`src/rtl/clock_disp_pkg.sv`:
```
// Shared types and constants for the multiplexed clock display.
// Latency: none (declarations only).
// Backpressure: not applicable.
package clock_disp_pkg;

  // Digit slot index, 0 = rightmost (seconds units)
  typedef logic [2:0] digit_idx_t;

  localparam digit_idx_t DIG_S0 = 3'd0;
  localparam digit_idx_t DIG_S1 = 3'd1;
  localparam digit_idx_t DIG_M0 = 3'd2;
  localparam digit_idx_t DIG_M1 = 3'd3;
  localparam digit_idx_t DIG_H0 = 3'd4;
  localparam digit_idx_t DIG_H1 = 3'd5;

  // Active-low glyphs, bit order {g,f,e,d,c,b,a}
  localparam logic [6:0] SEG_0    = 7'b1000000;
  localparam logic [6:0] SEG_1    = 7'b1111001;
  localparam logic [6:0] SEG_2    = 7'b0100100;
  localparam logic [6:0] SEG_3    = 7'b0110000;
  localparam logic [6:0] SEG_4    = 7'b0011001;
  localparam logic [6:0] SEG_5    = 7'b0010010;
  localparam logic [6:0] SEG_6    = 7'b0000010;
  localparam logic [6:0] SEG_7    = 7'b1111000;
  localparam logic [6:0] SEG_8    = 7'b0000000;
  localparam logic [6:0] SEG_9    = 7'b0010000;
  localparam logic [6:0] SEG_DASH = 7'b0111111;

  // All anodes / all segments dark
  localparam logic [5:0] AN_OFF  = 6'h3F;
  localparam logic [6:0] SEG_OFF = 7'h7F;

endpackage

```
`src/rtl/bcd_to_seg7.sv`:
```
// BCD digit to active-low seven-segment glyph; non-decimal codes show a dash.
// Latency: purely combinational.
// Backpressure: none.
module bcd_to_seg7
  import clock_disp_pkg::*;
(
  input  logic [3:0] bcd,
  output logic [6:0] seg_n
);

  // Glyph lookup; 10..15 fall through to the dash so bad core data is visible
  always_comb begin
    seg_n = SEG_DASH;
    case (bcd)
      4'd0:    seg_n = SEG_0;
      4'd1:    seg_n = SEG_1;
      4'd2:    seg_n = SEG_2;
      4'd3:    seg_n = SEG_3;
      4'd4:    seg_n = SEG_4;
      4'd5:    seg_n = SEG_5;
      4'd6:    seg_n = SEG_6;
      4'd7:    seg_n = SEG_7;
      4'd8:    seg_n = SEG_8;
      4'd9:    seg_n = SEG_9;
      default: seg_n = SEG_DASH;
    endcase
  end

endmodule

```
`src/rtl/clock_display_mux.sv`:
```
// Six-digit multiplexed 7-seg driver for HH:MM:SS with colon, alarm blink, ghost blanking.
// Latency: outputs registered; digit k segments valid one cycle after its slot starts.
// Backpressure: none, free-running scan. Define DISP_LZB_EN to blank a leading zero hour.
module clock_display_mux #(
  parameter int SCAN_DIV     = 1000,
  parameter int BLINK_FRAMES = 50
) (
  input  logic       clk,
  input  logic       reset,
  input  logic [1:0] H_out1,
  input  logic [3:0] H_out0,
  input  logic [3:0] M_out1,
  input  logic [3:0] M_out0,
  input  logic [3:0] S_out1,
  input  logic [3:0] S_out0,
  input  logic       Alarm,
  output logic [5:0] an_n,
  output logic [6:0] seg_n,
  output logic       dp_n
);

  import clock_disp_pkg::*;

  localparam int CW = $clog2(SCAN_DIV);
  localparam int FW = $clog2(BLINK_FRAMES + 1);
  localparam logic [CW-1:0] SCAN_LAST = CW'(SCAN_DIV - 1);
  localparam logic [FW-1:0] BLINK_LAST = FW'(BLINK_FRAMES - 1);

  typedef logic [5:0][3:0] digits_t;

  logic [CW-1:0] scan_cnt;
  digit_idx_t    idx;
  digits_t       snap_dig;
  logic          snap_alarm;
  logic          first_snap;
  logic [FW-1:0] frame_cnt;
  logic          blink_vis;

  logic          slot_end;
  logic          frame_wrap;
  logic          take_snap;
  digits_t       live_dig;
  digits_t       cur_dig;
  logic [3:0]    cur_digit;
  logic [6:0]    dec_seg;
  logic          lzb_blank;
  logic [5:0]    an_next;
  logic          dp_next;

  assign slot_end   = (scan_cnt == SCAN_LAST);
  assign frame_wrap = slot_end && (idx == DIG_H1);
  assign take_snap  = first_snap || frame_wrap;
  assign live_dig   = {{2'b00, H_out1}, H_out0, M_out1, M_out0, S_out1, S_out0};

  // On the snapshot edge the registers still hold the previous frame, so the
  // live inputs are forwarded; this lets the very first frame show live data.
  assign cur_dig = take_snap ? live_dig : snap_dig;

  // Pick the digit belonging to the current slot
  always_comb begin
    cur_digit = 4'd0;
    case (idx)
      DIG_S0:  cur_digit = cur_dig[0];
      DIG_S1:  cur_digit = cur_dig[1];
      DIG_M0:  cur_digit = cur_dig[2];
      DIG_M1:  cur_digit = cur_dig[3];
      DIG_H0:  cur_digit = cur_dig[4];
      DIG_H1:  cur_digit = cur_dig[5];
      default: cur_digit = 4'd0;
    endcase
  end

  bcd_to_seg7 u_dec (
    .bcd   (cur_digit),
    .seg_n (dec_seg)
  );

`ifdef DISP_LZB_EN
  assign lzb_blank = (idx == DIG_H1) && (cur_dig[5] == 4'd0);
`else
  assign lzb_blank = 1'b0;
`endif

  // Anode for the next cycle: dark on the slot's last count so the following
  // slot's first cycle is blank while its segments settle.
  always_comb begin
    an_next = AN_OFF;
    if (!slot_end && blink_vis && !lzb_blank)
      an_next = ~(6'd1 << idx);
    dp_next = !(((idx == DIG_M0) || (idx == DIG_H0)) && !cur_dig[0][0]);
  end

  // Slot timer and digit index
  always_ff @(posedge clk or posedge reset) begin
    if (reset) begin
      scan_cnt <= '0;
      idx      <= DIG_S0;
    end else if (slot_end) begin
      scan_cnt <= '0;
      idx      <= (idx == DIG_H1) ? DIG_S0 : idx + 3'd1;
    end else begin
      scan_cnt <= scan_cnt + CW'(1);
    end
  end

  // Frame snapshot of the time digits and alarm flag
  always_ff @(posedge clk or posedge reset) begin
    if (reset) begin
      snap_dig   <= '0;
      snap_alarm <= 1'b0;
      first_snap <= 1'b1;
    end else begin
      first_snap <= 1'b0;
      if (take_snap) begin
        snap_dig   <= live_dig;
        snap_alarm <= Alarm;
      end
    end
  end

  // Blink phase: counts frames completed with the alarm on; an alarm drop
  // at the wrap overrides any coincident toggle and forces visible.
  always_ff @(posedge clk or posedge reset) begin
    if (reset) begin
      frame_cnt <= '0;
      blink_vis <= 1'b1;
    end else if (take_snap) begin
      if (!Alarm) begin
        frame_cnt <= '0;
        blink_vis <= 1'b1;
      end else if (snap_alarm) begin
        if (frame_cnt == BLINK_LAST) begin
          frame_cnt <= '0;
          blink_vis <= ~blink_vis;
        end else begin
          frame_cnt <= frame_cnt + FW'(1);
        end
      end
    end
  end

  // Registered display outputs
  always_ff @(posedge clk or posedge reset) begin
    if (reset) begin
      an_n  <= AN_OFF;
      seg_n <= SEG_OFF;
      dp_n  <= 1'b1;
    end else begin
      an_n  <= an_next;
      seg_n <= dec_seg;
      dp_n  <= dp_next;
    end
  end

endmodule
```
`config.mk`:
```
export PLATFORM = sky130hd
export DESIGN_NAME = clock_display_mux
export DESIGN_NICKNAME = d
export VERILOG_FILES = /design/src/rtl/clock_disp_pkg.sv /design/src/rtl/bcd_to_seg7.sv /design/src/rtl/clock_display_mux.sv
export SDC_FILE = /design/constraint.sdc
export NUM_CORES = 1
export LEC_CHECK = 0
export CORE_MARGIN = 1
export CORE_UTILIZATION = 50
export DETAILED_ROUTE_END_ITERATION = 8
export PLACE_DENSITY = 0.74
export SETUP_SLACK_MARGIN = 0.1
export SLEW_MARGIN = 20
export SYNTH_ARGS = -nofsm -noshare
export SYNTH_HDL_FRONTEND = slang
export SYNTH_SLANG_ARGS = --single-unit
```
`constraint.sdc`:
```
create_clock -name clk -period 5.3 [get_ports clk]
set_input_delay 1.06 -clock clk [delete_from_list [all_inputs] [get_ports clk]]
set_output_delay 1.06 -clock clk [all_outputs]
set_load 0.01 [all_outputs]
```
==> results of run 1 <==
-- registers in the layout, indices dropped and copies added, names as in the netlist --
signal	flops
frame_cnt	6
idx	3
scan_cnt	10
snap_dig	24
first_snap	1
an_n	6
snap_alarm	1
seg_n	7
blink_vis	1
dp_n	1
-- power breakdown --
group / internal (mW) / leakage [nW] / switching [mW]
clock: 0.243 / 0.101 / 0.169
sequential: 0.503 / 0.713 / 0.0174
combinational: 0.0784 / 0.638 / 0.0625
-- cells in the final DEF (no fill, tap or decap), types with 2 or more instances in the layout --
cell type,n
a22o_1,3
buf_4,3
nand3_1,15
and2_1,5
nor3b_1,2
nor3_1,4
clkbuf_8,11
inv_1,8
a2bb2oi_1,4
dfrtp_1,44
xnor2_1,3
a22oi_1,7
clkdlybuf4s50_1,38
mux2i_1,2
dfstp_2,16
o31ai_1,2
ha_1,9
xor2_1,4
nor2_1,11
clkbuf_1,3
o21ai_0,11
mux2_2,22
nor2b_1,2
mux2_4,4
and3_1,4
and4_1,2
nand2b_1,3
a21oi_1,6
nand2_1,14
-- logic make-up (layout without fill, tap and decap cells) --
kind of cell,count (synthesis),count (layout),synth area share
muxes,28,28,0.1180
other,1,1,0.001350
and+or+nand+nor,68,68,0.1288
AOI/OAI and AO/OA,39,39,0.1086
DFF,60,60,0.5477
xor gates and xnor gates,7,7,0.02207
buffers and inverters,18,66,0.03288
adders and majority gates,9,9,0.04054
-- layer usage --
metal  vias to the layer above  track usage  wire length (um)
met1                       886       0.2765              2584
met4                         0       0.1212                97
li1                        901            -                 -
met3                         9      0.04551               172
met2                        35       0.2892              2273
met5                         -            0                 0
-- cell usage after synthesis (all sizes together), types with 6 or more instances --
| cell | number | area share |
|---|---|---|
| dfrtp | 44 | 0.40 |
| mux2 | 26 | 0.11 |
| dfstp | 16 | 0.15 |
| nand3 | 15 | 0.027 |
| nand2 | 14 | 0.019 |
| nor2 | 11 | 0.015 |
| o21ai | 11 | 0.020 |
| ha | 9 | 0.041 |
| inv | 9 | 0.012 |
| a22oi | 7 | 0.019 |
| a21oi | 6 | 0.011 |
| and2 | 6 | 0.014 |
| buf | 6 | 0.017 |
-- critical path, stage by stage (launching register included) --
cell and delay [ns]:
dfrtp_1 0.45, and3b_1 0.30, a41oi_4 0.88, mux2_2 0.43, a22o_1 0.26, a2111oi_4 0.56
mux2_2 0.40, a2bb2oi_1 0.15
-- how the worst max path moves through the flow --
stage                     slack (ns)  depth (start not counted)        to
after floorplan                 2.44                         10  seg_n[4]
after global placement          1.91                          7  seg_n[4]
after detailed placement        1.80                          7  seg_n[4]
after CTS                       1.80                          7  seg_n[4]
after global routing            1.58                          7  seg_n[3]
final                           1.80                          7  seg_n[5]
-- final cells by class --
type / count / area share
Inverter: 9 / 0.009912
Multi-Input combinational cell: 152 / 0.3418
Tap cell: 70 / 0.02570
Clock inverter: 2 / 0.01028
Timing Repair Buffer: 41 / 0.1182
Sequential cell: 60 / 0.4464
Clock buffer: 14 / 0.04772
==> impl_metrics.json, run 1 <==
{
  "ios": 39,
  "clk_pin_slew_worst_paths_ns": 0.07,
  "die_area_um2": 5858,
  "finalCritPeriodShare": 0.6612,
  "finalSetupViolCount": 0,
  "die_w_um": 76.54,
  "synth_edf_count": 0,
  "final_core_util": 0.6507,
  "min_to": "scan_cnt[0]",
  "pre_cts_ws_ns": 1.804,
  "fmax_mhz": 285.3,
  "grt_setup_unrepaired": "false",
  "vias_per_cell": 5.261,
  "synth-seq-cells": 60,
  "drive_gt1_frac": 0.2338,
  "synthCells": 230,
  "relSlewSlack": 0.3349,
  "yosysWarnings": 0,
  "antenna_found_initial": 0,
  "grt_use_total": 0.2010,
  "cts_hold_buf": 0,
  "rr_worst_depth": 7,
  "finalSetupTns_ns": 0,
  "routedWlPerCell_um": 14.74,
  "cts_root_buf": "clkbuf_8",
  "placed_cell_area_um2": 3211,
  "grt_pass1_wl_mm": 8.859,
  "clockBufferDepth": 2,
  "syn_nets": 264,
  "regToRegEndpoint": "seg_n[5]",
  "grt_pass1_vias": 1814,
  "status": "finished, final reports clean",
  "drtAntennaViolNets": 0,
  "area_growth_pct": 22.70,
  "drtIter0Drc": 110,
  "ff2ff_setup_slack_ns": 1.80,
  "numCtsBuffers": 9,
  "stdcell_count": 348,
  "worstMarginPinSlew_ns": 0.9944,
  "io_buffers": 38,
  "ys_types": 43,
  "crit_path_start": "idx[0]",
  "core-area_um2": 5238,
  "start_kind": "flop",
  "leakagePower_nw": 1.452,
  "multi_input_area_um2": 1165,
  "grt_max_degree": 47,
  "regArea_um2": 1521,
  "routabilityCongestion": 0.7561,
  "wirelength_mm": 5.129,
  "finalMaxSlewViolations": 0,
  "rows": 26,
  "ctsResizeCount": 0,
  "worst-path-max-fanout": 26,
  "dr.pass1.iters": 4,
  "hpwlAfterDp_mm": 3.546,
  "cts_setup_buffers": 0,
  "crit_required_ns": 5.57,
  "cts_max_level": 3,
  "layout.nets": 307,
  "reg2reg_from": "idx[0]",
  "drc": 0,
  "hold_slack_ns": 0.4797,
  "vias": 1831,
  "syn_area_per_cell_um2": 12.08,
  "hold_viol": 0,
  "fill_cells": 439,
  "cts_sinks": 60,
  "seq_area_frac_synth": 0.5477,
  "cap_viol_max_count": 0,
  "insertion_delay_ns": 0.34,
  "hp-start": "scan_cnt[0]",
  "start_util": 0.5303,
  "p_per_area_nw_per_um2": 315.0,
  "die_h_um": 76.54,
  "crit_arrival_ns": 3.77,
  "postLayoutCellArea_um2": 3408,
  "power.total_mw": 1.074,
  "whs_path_depth": 1,
  "fin_worst_skew_ns": 0.008667,
  "cts_tree": "built",
  "async_flop_share": 1.000,
  "post-route-min-period_ns": 3.504,
  "hp-class": "flop to flop",
  "diodes": 0,
  "layout_setup_ws_ns": 1.796,
  "end_kind": "flop",
  "synth_ff_type": "dfrtp_1",
  "criticalPathCategory": "flop to flop",
  "syn-cell-area_um2": 2778,
  "grt-ovfl-total": 0,
  "placed_cells_incl_taps": 332,
  "ir_worst_vdd_mv": 0.2301
}
(Power assumes the default switching activity.)
==> inputs of run 2 (changes only) <==
--- a/config.mk
+++ b/config.mk
@@ -6,9 +6,9 @@
 export NUM_CORES = 1
 export LEC_CHECK = 0
 export CORE_MARGIN = 1
-export CORE_UTILIZATION = 50
+export CORE_UTILIZATION = 49
 export DETAILED_ROUTE_END_ITERATION = 8
-export PLACE_DENSITY = 0.74
+export PLACE_DENSITY = 0.76
 export SETUP_SLACK_MARGIN = 0.1
 export SLEW_MARGIN = 20
 export SYNTH_ARGS = -nofsm -noshare
==> constraint.sdc (replaced) <==
create_clock -name clk -period 3.2 [get_ports clk]
set_input_delay 0.64 -clock clk [delete_from_list [all_inputs] [get_ports clk]]
set_output_delay 0.64 -clock clk [all_outputs]
set_load 0.01 [all_outputs]
==> impl_metrics.json, run 2 (synthesized netlist as in run 1, its figures left out) <==
{
  "area_growth_pct": 26.04,
  "hp-class": "flop to flop",
  "ios": 39,
  "finalCritPeriodShare": 0.9177,
  "clk_pin_slew_worst_paths_ns": 0.07,
  "layout.nets": 319,
  "cap_viol_max_count": 0,
  "cts_sinks": 60,
  "hold_slack_ns": 0.4849,
  "placed_cells_incl_taps": 339,
  "wirelength_mm": 5.226,
  "cts_root_buf": "clkbuf_8",
  "finalMaxSlewViolations": 0,
  "die_area_um2": 5974,
  "start_kind": "flop",
  "grt_setup_unrepaired": "false",
  "crit_chain": "ha_2 > and2_1 > a41oi_4 > buf_6 > mux2_4 > a22o_1 > a2111oi_4 > buf_4 > mux2_4 > a2bb2oi_1",
  "io_buffers": 38,
  "clockBufferDepth": 2,
  "end_kind": "flop",
  "grt_pass1_wl_mm": 9.032,
  "criticalPathCategory": "flop to flop",
  "p_per_area_nw_per_um2": 500.3,
  "worstMarginPinSlew_ns": 0.8611,
  "grt_max_degree": 61,
  "numCtsBuffers": 9,
  "crit_top_cell": "mux2_4",
  "worst-path-max-fanout": 6,
  "diodes": 0,
  "ir_worst_vdd_mv": 0.3124,
  "status": "finished, final reports clean",
  "drtIter0Drc": 135,
  "cts_tree": "built",
  "drc": 0,
  "largest-register": "snap_dig",
  "reg.largest.list": "snap_dig x24, scan_cnt x10, seg_n x7",
  "stdcell_count": 362,
  "die_h_um": 77.29,
  "start_util": 0.5075,
  "hold_viol": 0,
  "drive_gt1_frac": 0.2724,
  "rows": 27,
  "insertion_delay_ns": 0.33,
  "power.total_mw": 1.751,
  "fin_worst_skew_ns": 0.009041,
  "leakagePower_nw": 1.509,
  "finalSetupTns_ns": 0,
  "finalSetupViolCount": 0,
  "grt_use_total": 0.2006,
  "routedWlPerCell_um": 14.44,
  "post-route-min-period_ns": 2.937,
  "die_w_um": 77.29,
  "vias_per_cell": 5.174,
  "final_cell_mix": "dfrtp_1, clkdlybuf4s50_1, mux2_2",
  "cts_max_level": 3,
  "dr.pass1.iters": 4,
  "largest_reg_flops": 24,
  "hpwlAfterDp_mm": 3.590,
  "fmax_mhz": 340.5,
  "crit_arrival_ns": 3.20,
  "routabilityCongestion": 0.7849,
  "crit_required_ns": 3.46,
  "drtAntennaViolNets": 0,
  "cp_slowest_stage_delay_ns": 0.41,
  "relSlewSlack": 0.4247,
  "slowest_stage": "dfrtp_1",
  "vias": 1873,
  "grt_pass1_vias": 1893,
  "antenna_found_initial": 0,
  "mostFrequentLayoutCell": "dfrtp_1",
  "grt-ovfl-total": 0,
  "core-area_um2": 5473
}
run 2: what timing repair did:
action	CTS	global route
resized for setup	0	2
endpoints found under the setup margin	0	7
hold buffers	0	0
buffers inserted	0	7
run 2: layout make-up:
cell class / instances / area (um2)
repair buffers: 53 / 496.7
well taps: 72 / 90.09
fillers: 420 / 1972
flip-flops and latches: 60 / 1521
inverters: 9 / 33.78
multi-input cells: 152 / 1167
clock buffers: 15 / 186.4
clock inverters: 1 / 5.005
run 2: worst paths after layout:
kind / startpoint / to / slack (ns) / depth (start not counted)
max in group asynchronous: reset / snap_dig[18] / 1.90 / 3
worst max register to register: scan_cnt[0] / seg_n[3] / 0.26 / 10
worst max-delay path: scan_cnt[0] / seg_n[3] / 0.26 / 10
worst min register to register: snap_dig[22] / snap_dig[22] / 0.48 / 1
min in group asynchronous: reset / frame_cnt[0] / 0.83 / 3
worst min-delay path: snap_dig[22] / snap_dig[22] / 0.48 / 1
run 2: metal layers:
metal	wire length [um]	GRT usage	vias to the layer above
met5	0	0	-
met4	95	0.1075	0
met3	223	0.04167	9
met2	2439	0.3035	44
met1	2468	0.2702	899
li1	-	-	921
run 2: metrics by stage:
step / setup slack [ns] / cell area (um2) / utilization
2_1_floorplan: 0.3406 / 2778 / -
3_3_place_gp: 0.2657 / 3251 / 0.5940
3_5_place_dp: 0.1701 / 3251 / 0.5940
4_1_cts: 0.1661 / 3442 / 0.6289
5_1_grt: 0.1039 / 3501 / 0.6397
6_report: 0.2634 / 3501 / 0.6397
run 2: where the power goes:
group          total, mW  switching (mW)  internal [mW]
Combinational      0.244           0.104          0.140
Clock              0.644           0.278          0.366
Sequential         0.863          0.0302          0.833
Total               1.75           0.413           1.34
run 2: worst max-delay path: cells and delay by family (launching register included):
kind                     cells  cell delay, ns
multiplexers                 2            0.60
AO/OA/AOI/OAI                4            1.10
AND/OR/NAND/NOR              1            0.20
buffers and inverters        2            0.35
adder cells (fa/ha/maj)      1            0.22
flip-flops                   1            0.41
==> inputs of run 3 (changes only) <==
--- a/config.mk
+++ b/config.mk
@@ -5,12 +5,13 @@
 export SDC_FILE = /design/constraint.sdc
 export NUM_CORES = 1
 export LEC_CHECK = 0
+export CELL_PAD_IN_SITES_DETAIL_PLACEMENT = 1
+export CELL_PAD_IN_SITES_GLOBAL_PLACEMENT = 1
 export CORE_MARGIN = 1
-export CORE_UTILIZATION = 49
+export CORE_UTILIZATION = 39
 export DETAILED_ROUTE_END_ITERATION = 8
-export PLACE_DENSITY = 0.76
+export PLACE_DENSITY_LB_ADDON = 0.1
 export SETUP_SLACK_MARGIN = 0.1
-export SLEW_MARGIN = 20
 export SYNTH_ARGS = -nofsm -noshare
 export SYNTH_HDL_FRONTEND = slang
 export SYNTH_SLANG_ARGS = --single-unit
==> impl_metrics.json, run 3 (synthesized netlist as in run 1, its figures left out) <==
{
  "hold_viol": 0,
  "die_h_um": 86.40,
  "dr.pass1.iters": 4,
  "clockBufferDepth": 2,
  "post-route-min-period_ns": 2.917,
  "grt_pass1_wl_mm": 9.901,
  "grt_pass1_vias": 1958,
  "crit_required_ns": 3.46,
  "crit_chain": "ha_1 > and2_1 > a41oi_4 > buf_4 > mux2_4 > a22o_1 > a2111oi_4 > buf_4 > mux2_2 > a2bb2oi_1",
  "status": "finished, final reports clean",
  "fin_worst_skew_ns": 0.006054,
  "cap_viol_max_count": 0,
  "drtIter0Drc": 59,
  "end_kind": "flop",
  "fmax_mhz": 342.8,
  "io_buffers": 38,
  "ios": 39,
  "finalSetupTns_ns": 0,
  "cp_slowest_stage_delay_ns": 0.41,
  "grt_max_degree": 36,
  "final_cell_mix": "dfrtp_1, clkdlybuf4s50_1, mux2_2",
  "finalSetupViolCount": 0,
  "cts_hold_buf": 0,
  "start_kind": "flop",
  "vias": 1899,
  "cts_sinks": 60,
  "finalCritPeriodShare": 0.9117,
  "worst-path-max-fanout": 10,
  "fill_cells": 709,
  "routedWlPerCell_um": 15.54,
  "reg2reg_from": "scan_cnt[0]",
  "insertion_delay_ns": 0.34,
  "relSlewSlack": 0.5063,
  "layout.nets": 312,
  "ctsResizeCount": 0,
  "regToRegEndpoint": "seg_n[4]",
  "area_growth_pct": 26.89,
  "hp-start": "scan_cnt[0]",
  "grt_use_total": 0.1803,
  "antenna_found_initial": 0,
  "clk_pin_slew_worst_paths_ns": 0.07,
  "vias_per_cell": 5.011,
  "core-area_um2": 6832,
  "drc": 0,
  "drive_gt1_frac": 0.2509,
  "cts_max_level": 3,
  "leakagePower_nw": 1.498,
  "cts_root_buf": "clkbuf_8",
  "criticalPathCategory": "flop to flop",
  "rr_worst_depth": 10,
  "die_w_um": 86.40,
  "numCtsBuffers": 9,
  "largest-register": "snap_dig",
  "ir_worst_vdd_mv": 0.2584,
  "cts_setup_buffers": 0,
  "min_to": "scan_cnt[0]",
  "largest_reg_flops": 24,
  "wirelength_mm": 5.890,
  "die_area_um2": 7464,
  "crit_top_cell": "buf_4",
  "start_util": 0.4066,
  "postLayoutCellArea_um2": 3525,
  "rows": 30,
  "p_per_area_nw_per_um2": 544.7,
  "finalMaxSlewViolations": 0,
  "reg.largest.list": "snap_dig x24, scan_cnt x10, seg_n x7",
  "routabilityCongestion": 0.7200,
  "mostFrequentLayoutCell": "dfrtp_1",
  "placed_cell_area_um2": 3293,
  "critical-path-top-delay-family": "compound AO/OA/AOI/OAI gates",
  "ff2ff_setup_slack_ns": 0.28,
  "diodes": 0,
  "grt_setup_unrepaired": "false",
  "slowest_stage": "dfrtp_1",
  "grt-ovfl-total": 0,
  "hpwlAfterDp_mm": 4.262,
  "drtAntennaViolNets": 0,
  "crit_arrival_ns": 3.18,
  "cts_tree": "built",
  "whs_path_depth": 1,
  "worstMarginPinSlew_ns": 0.7349,
  "crit_buf_inv": 2,
  "hp-class": "flop to flop"
}
## run 3: changes by cell type in the layout (fill, tap and decap cells not counted), sizes merged
cell	before	now
buf	15	8
clkbuf	15	11
bufinv	0	3
clkinv	1	2
## run 3: through the flow
stage	total power, mW	worst slack, ns	cells	util	hold WS [ns]
2_1_floorplan	1.014	0.3406	230	-	0.4431
3_3_place_gp	1.117	0.3324	363	0.4821	0.4688
5_1_grt	2.003	0.1105	379	0.5159	0.5118
3_5_place_dp	1.125	0.2688	363	0.4821	0.4718
6_report	1.920	0.2826	379	0.5159	0.4829
4_1_cts	1.947	0.2496	379	0.5159	0.4886
## run 3: power by group
part	internal (mW)	switching, mW
Sequential	0.833	0.0291
Clock	0.515	0.298
Combinational	0.136	0.108
Total	1.48	0.435
## run 3: worst register-to-register path: stages (launching register included)
cell and delay, ns:
dfrtp_1 0.41, ha_1 0.27, and2_1 0.22, a41oi_4 0.17, buf_4 0.24, mux2_4 0.32, a22o_1 0.21, a2111oi_4 0.27
buf_4 0.22, mux2_2 0.34, a2bb2oi_1 0.18
## run 3: metal layers
layer | track usage | share of wire | up-vias
met5 | 0 | 0 | -
met4 | 0.08182 | 0.018 | 0
met3 | 0.04381 | 0.032 | 11
met2 | 0.2778 | 0.47 | 34
met1 | 0.2411 | 0.48 | 944
li1 | - | - | 910
## run 3: area by class of cell
cell class              instances  area, um2  area share
flip-flops and latches         60       1521      0.4317
multi-input cells             152       1165      0.3305
repair buffers                 46      452.9      0.1285
clock buffers                  11      131.4     0.03727
well taps                      96      120.1     0.03408
clock inverters                 5      100.1     0.02840
inverters                       9      33.78    0.009585
## run 3: worst max path at each step
stage,start,to,slack [ns],cells after the start
2_1_floorplan,idx[0],seg_n[4],0.34,10
3_3_place_gp,scan_cnt[0],seg_n[3],0.33,11
3_5_place_dp,scan_cnt[0],seg_n[4],0.27,10
4_1_cts,scan_cnt[0],seg_n[4],0.25,10
5_1_grt,scan_cnt[0],seg_n[3],0.11,11
6_report,scan_cnt[0],seg_n[4],0.28,10
